File: config.mk
export PLATFORM = sky130hd
export DESIGN_NAME = seven_seg_scan_driver
export DESIGN_NICKNAME = d
export VERILOG_FILES = /design/src/rtl/seven_seg_scan_driver.sv
export SDC_FILE = /design/constraint.sdc
export NUM_CORES = 1
export LEC_CHECK = 0
export BUFFER_PORTS_ARGS = -buffer_cell sky130_fd_sc_hd__buf_2
export CAP_MARGIN = 20
export CORE_MARGIN = 5
export CORE_UTILIZATION = 56
export CTS_CLUSTER_SIZE = 20
export DETAILED_ROUTE_END_ITERATION = 6
export GPL_TIMING_DRIVEN = 1
export PLACE_DENSITY = 0.88
export SYNTH_ARGS = -nofsm -noshare
export SYNTH_HDL_FRONTEND = slang
export SYNTH_SLANG_ARGS = --single-unit
File: constraint.sdc
create_clock -name Clock -period 3.2 [get_ports Clock]
set_input_delay 0.48 -clock Clock [delete_from_list [all_inputs] [get_ports Clock]]
set_output_delay 0.48 -clock Clock [all_outputs]
set_load 0.01 [all_outputs]
File: src/rtl/seven_seg_scan_driver.sv
// Time-multiplexed common-anode seven-segment driver with a per-slot guard interval.
// Optional leading-zero suppression is enabled by defining SEVEN_SEG_LEADING_ZERO_BLANK_EN.
module seven_seg_scan_driver #(
  parameter int NUM_DIGITS   = 4,
  parameter int REFRESH_DIV  = 50000,
  parameter int GUARD_CYCLES = 1
) (
  input  logic                    Clock,
  input  logic                    Resetn,
  input  logic [4*NUM_DIGITS-1:0] Value,
  input  logic                    Load,
  input  logic [NUM_DIGITS-1:0]   Blank,
  output logic [6:0]              Seg,
  output logic [NUM_DIGITS-1:0]   AN,
  output logic [2:0]              Digit
);

  localparam int CNT_W = $clog2(REFRESH_DIV);

  logic [CNT_W-1:0]        cnt_q, cnt_d;
  logic [2:0]              idx_q, idx_d;
  logic [4*NUM_DIGITS-1:0] hold_q, hold_d;
  logic [6:0]              seg_q, seg_d;
  logic [NUM_DIGITS-1:0]   an_q, an_d;
  logic [2:0]              digit_q, digit_d;

  logic [3:0]            cur_nib;
  logic                  cur_blank;
  logic [NUM_DIGITS-1:0] cur_sel;
  logic                  in_guard;
  logic                  suppress;
  logic                  dark;

  function automatic logic [6:0] decode(input logic [3:0] nib);
    case (nib)
      4'h0:    decode = 7'b0000001;
      4'h1:    decode = 7'b1001111;
      4'h2:    decode = 7'b0010010;
      4'h3:    decode = 7'b0000110;
      4'h4:    decode = 7'b1001100;
      4'h5:    decode = 7'b0100100;
      4'h6:    decode = 7'b0100000;
      4'h7:    decode = 7'b0001111;
      4'h8:    decode = 7'b0000000;
      4'h9:    decode = 7'b0001100;
      4'hA:    decode = 7'b0001000;
      4'hB:    decode = 7'b1100000;
      4'hC:    decode = 7'b0110001;
      4'hD:    decode = 7'b1000010;
      4'hE:    decode = 7'b0110000;
      default: decode = 7'b0111000;
    endcase
  endfunction

  // Slot counter, scan index and hold register.
  always_comb begin
    // NOTE: every always_comb output gets a default first so no path can infer a latch.
    cnt_d  = cnt_q + CNT_W'(1);
    idx_d  = idx_q;
    hold_d = Load ? Value : hold_q;
    if (cnt_q == CNT_W'(REFRESH_DIV - 1)) begin
      cnt_d = '0;
      idx_d = (idx_q == 3'(NUM_DIGITS - 1)) ? 3'd0 : idx_q + 3'd1;
    end
  end

  // Select the current digit's nibble, blank bit and anode without variable-width indexing.
  always_comb begin
    cur_nib   = 4'h0;
    cur_blank = 1'b0;
    cur_sel   = '0;
    for (int i = 0; i < NUM_DIGITS; i++) begin
      if (idx_q == 3'(i)) begin
        cur_nib    = hold_q[4*i +: 4];
        cur_blank  = Blank[i];
        cur_sel[i] = 1'b1;
      end
    end
  end

`ifdef SEVEN_SEG_LEADING_ZERO_BLANK_EN
  logic [NUM_DIGITS-1:0] lead_zero;

  // lead_zero[k]: nibbles NUM_DIGITS-1 down to k are all zero; digit 0 never qualifies.
  always_comb begin
    lead_zero = '0;
    for (int k = NUM_DIGITS - 1; k >= 1; k--) begin
      if (k == NUM_DIGITS - 1) lead_zero[k] = (hold_q[4*k +: 4] == 4'h0);
      else                     lead_zero[k] = lead_zero[k+1] && (hold_q[4*k +: 4] == 4'h0);
    end
    suppress = |(lead_zero & cur_sel);
  end
`else
  assign suppress = 1'b0;
`endif

  assign in_guard = (32'(cnt_q) < 32'(GUARD_CYCLES));
  assign dark     = in_guard || cur_blank || suppress;

  always_comb begin
    digit_d = idx_q;
    an_d    = '1;
    seg_d   = 7'b1111111;
    if (!dark) begin
      an_d  = ~cur_sel;
      seg_d = decode(cur_nib);
    end
  end

  // NOTE: sequential state uses non-blocking assignments so every flop samples pre-edge values.
  always_ff @(posedge Clock) begin
    if (!Resetn) begin
      cnt_q   <= '0;
      idx_q   <= 3'd0;
      hold_q  <= '0;
      seg_q   <= 7'b1111111;
      an_q    <= '1;
      digit_q <= 3'd0;
    end else begin
      cnt_q   <= cnt_d;
      idx_q   <= idx_d;
      hold_q  <= hold_d;
      seg_q   <= seg_d;
      an_q    <= an_d;
      digit_q <= digit_d;
    end
  end

  assign Seg   = seg_q;
  assign AN    = an_q;
  assign Digit = digit_q;

endmodule

==> impl_metrics.tcl <==
set metrics [dict create \
    avgRoutedWirePerCell_um 14.1 \
    start_util_pct 58.6 \
    drt-pass1-iter-count 4 \
    hold_class "in2reg" \
    cts_inserted_buffers 5 \
    hold_violations 0 \
    end_kind "flip-flop" \
    placed_area_sq_um 2560 \
    synthArstFlopShare_pct 0 \
    nets 313 \
    busiest_layer "met2" \
    dieWidth_um 75.4 \
    maxCapViolCount 0 \
    critical_path_arrival_ns 2.68 \
    synth_top_flop_cell "dfxtp_1" \
    cts_tree "yes" \
    multi_input_area_sq_um 1290 \
    dieArea_sq_um 5680 \
    clk_latency_ns 0.30 \
    dr.first_iter.drc_count 157 \
    path_class "reg2reg" \
    diodes 0 \
    port_buffers 36 \
    rsz0062_at_grt "no" \
    postCtsHoldBufs 0 \
    clock_sinks 49 \
    min_period_ns 2.49 \
    synth_xor_area_share_pct 5.12 \
    ys_ff_latch 49 \
    maxSlewViolCount 0 \
    post_cts_resize_count 0 \
    slew_headroom_pct 62.9 \
    setup_viol 0 \
    grt_util_met1_pct 23.6 \
    vdd_drop_max_mv 0.420 \
    synth_cell_types 51 \
    tightest_slew_ns 0.556 \
    ant_nets 0 \
    area_growth_pct 10.3 \
    power_leakage_uw 0.00112 \
    fp.coreArea_sq_um 4090 \
    synth_top_family_by_area "simple AND/OR/NAND/NOR gates" \
    dpl.hpwl_um 3500 \
    period_share_pct 77.8 \
    powerDensity_nw_per_um2 418 \
    cts-root-buf "clkbuf_8" \
    gr-total-overflow 0 \
    placed_cells 321 \
    postCtsSetupBuffers 0 \
    drt-total-wl_um 4630 \
    gp_congestion 0.831 \
    grt_max_degree 27 \
    muxShareOfSynthArea_pct 9.87 \
    fin_skew_ns 0.00503 \
    grt.total_usage_pct 18.3 \
    yosysWarningCount 0 \
    first_global_vias 1746 \
    clk_pin_slew_ns 0.08 \
    grtUsageMet2_pct 29.8 \
    yosysSeqAreaShare_pct 41.0 \
    netlist_area_sq_um 2390 \
    final_cells 329 \
    drive_gt1_share_pct 21.1 \
    grt_pass1_wl_um 8050 \
    max_freq_mhz 402 \
    antenna_found_initial 0 \
    cts_max_level 2 \
    fill_cells 346 \
    yosys.area_share.simple_pct 23.1 \
    syn-num-nets 281 \
    num_rows 23 \
    synth-edff-count 0 \
    cp.required_ns 3.39 \
    ios 37 \
    syn_area_per_cell_sq_um 9.73 \
    fp.dieH_um 75.4 \
    synth_compound_area_share_pct 9.67 \
    status "completed" \
    seq_area_sq_um 981 \
    ctsLongestPathBuffers 2 \
    synthCells 246 \
    crit_fanout 12 \
    drc 0 \
    design_area_sq_um 2640 \
    startpoint_type "flip-flop" \
    grt_use_met3_pct 4.88 \
    synthAdderAreaFrac_pct 6.27 \
    final.setup.tns_ns 0 \
    detail_route.vias_per_cell 5.54 \
    vias 1823 \
]
## flip-flops by register name, summed over array words and instances (netlist names)
name / count
Digit: 3
digit_d: 3
AN: 4
hold_q: 16
cnt_q: 16
Seg: 7
## synth_stat cells, types with 5 or more instances
| cell | count | area, sq um |
|---|---|---|
| xor2_1 | 9 | 78.8 |
| nor3_1 | 7 | 35.0 |
| inv_1 | 9 | 33.8 |
| ha_1 | 12 | 150 |
| nor2_1 | 21 | 78.8 |
| dfxtp_1 | 49 | 981 |
| nand3_1 | 7 | 35.0 |
| xnor2_1 | 5 | 43.8 |
| nor2b_1 | 21 | 131 |
| mux2i_1 | 21 | 210 |
| and3_1 | 6 | 37.5 |
| nand2_1 | 16 | 60.1 |
## layout make-up
cell class                      instances  share of cell area, %
Multi-Input combinational cell        175                   49.0
Sequential cell                        49                   37.1
Timing Repair Buffer                   36                   6.82
Clock buffer                            6                   2.75
Tap cell                               50                   2.37
Inverter                               11                   1.56
Clock inverter                          2                  0.379
## path summary, 6_finish.rpt
kind	to	slack (ns)	depth (start not counted)	start
worst max-delay path	Seg[6]	0.71	7	digit_d[0]
worst min-delay path	hold_q[8]	0.44	3	Value[8]
worst max register to register	Seg[6]	0.71	7	digit_d[0]
worst min register to register	cnt_q[0]	0.50	1	cnt_q[0]
## stage by stage
stage / total power (uW) / hold slack, ns / util (%) / setup slack [ns]
finish: 1110 / 0.435 / 64.7 / 0.712
global route: 1160 / 0.436 / 64.7 / 0.472
CTS: 1120 / 0.429 / 64.7 / 0.705
detailed placement: 776 / 0.488 / 62.6 / 0.750
global placement: 772 / 0.462 / 62.6 / 0.887
floorplan: 740 / 0.442 / - / 0.964
## per-layer routing
layer	vias up	wire, um
li1	909	-
met1	870	2120
met2	38	2240
met3	6	226
met4	0	46
met5	-	0
## kinds of logic after synthesis
family                   Yosys count
AND/OR/NAND/NOR                  103
flip-flops                        49
AO/OA/AOI/OAI                     23
multiplexers                      23
buffers and inverters             22
XOR/XNOR                          14
adder cells (fa/ha/maj)           12
## where the power goes
part,total [uW],switching [uW],internal (uW),leakage (uW)
clock,343,192,152,0.0000450
sequential,644,12.9,631,0.000400
combinational,118,61.0,57.0,0.000679
total,1110,266,840,0.00112
## placed cells by master, fill, tap and decap left out, types with 2 or more instances in the layout
| cell | count |
|---|---|
| nand2_1 | 16 |
| clkbuf_8 | 5 |
| and4_1 | 2 |
| and2_1 | 4 |
| nor3_1 | 7 |
| o221ai_1 | 2 |
| o21a_1 | 2 |
| nand3_1 | 7 |
| xnor2_1 | 5 |
| nor2_1 | 21 |
| clkinv_2 | 2 |
| nand4_1 | 4 |
| dfxtp_1 | 49 |
| xor2_1 | 9 |
| and3_1 | 6 |
| inv_2 | 2 |
| nand2b_1 | 3 |
| inv_1 | 9 |
| nand3b_1 | 3 |
| nor4_1 | 3 |
| buf_2 | 36 |
| nor2b_1 | 21 |
| ha_1 | 12 |
| mux2i_1 | 21 |
| a21oi_1 | 3 |
## worst max-delay path, stage by stage (launching register included)
cell      delay, ns
dfxtp_1        0.41
inv_1          0.10
ha_1           0.34
nor3b_1        0.21
a211oi_2       0.32
nand2_1        0.34
and3_1         0.31
o41ai_1        0.35
Power figures use the tool's default switching activity.
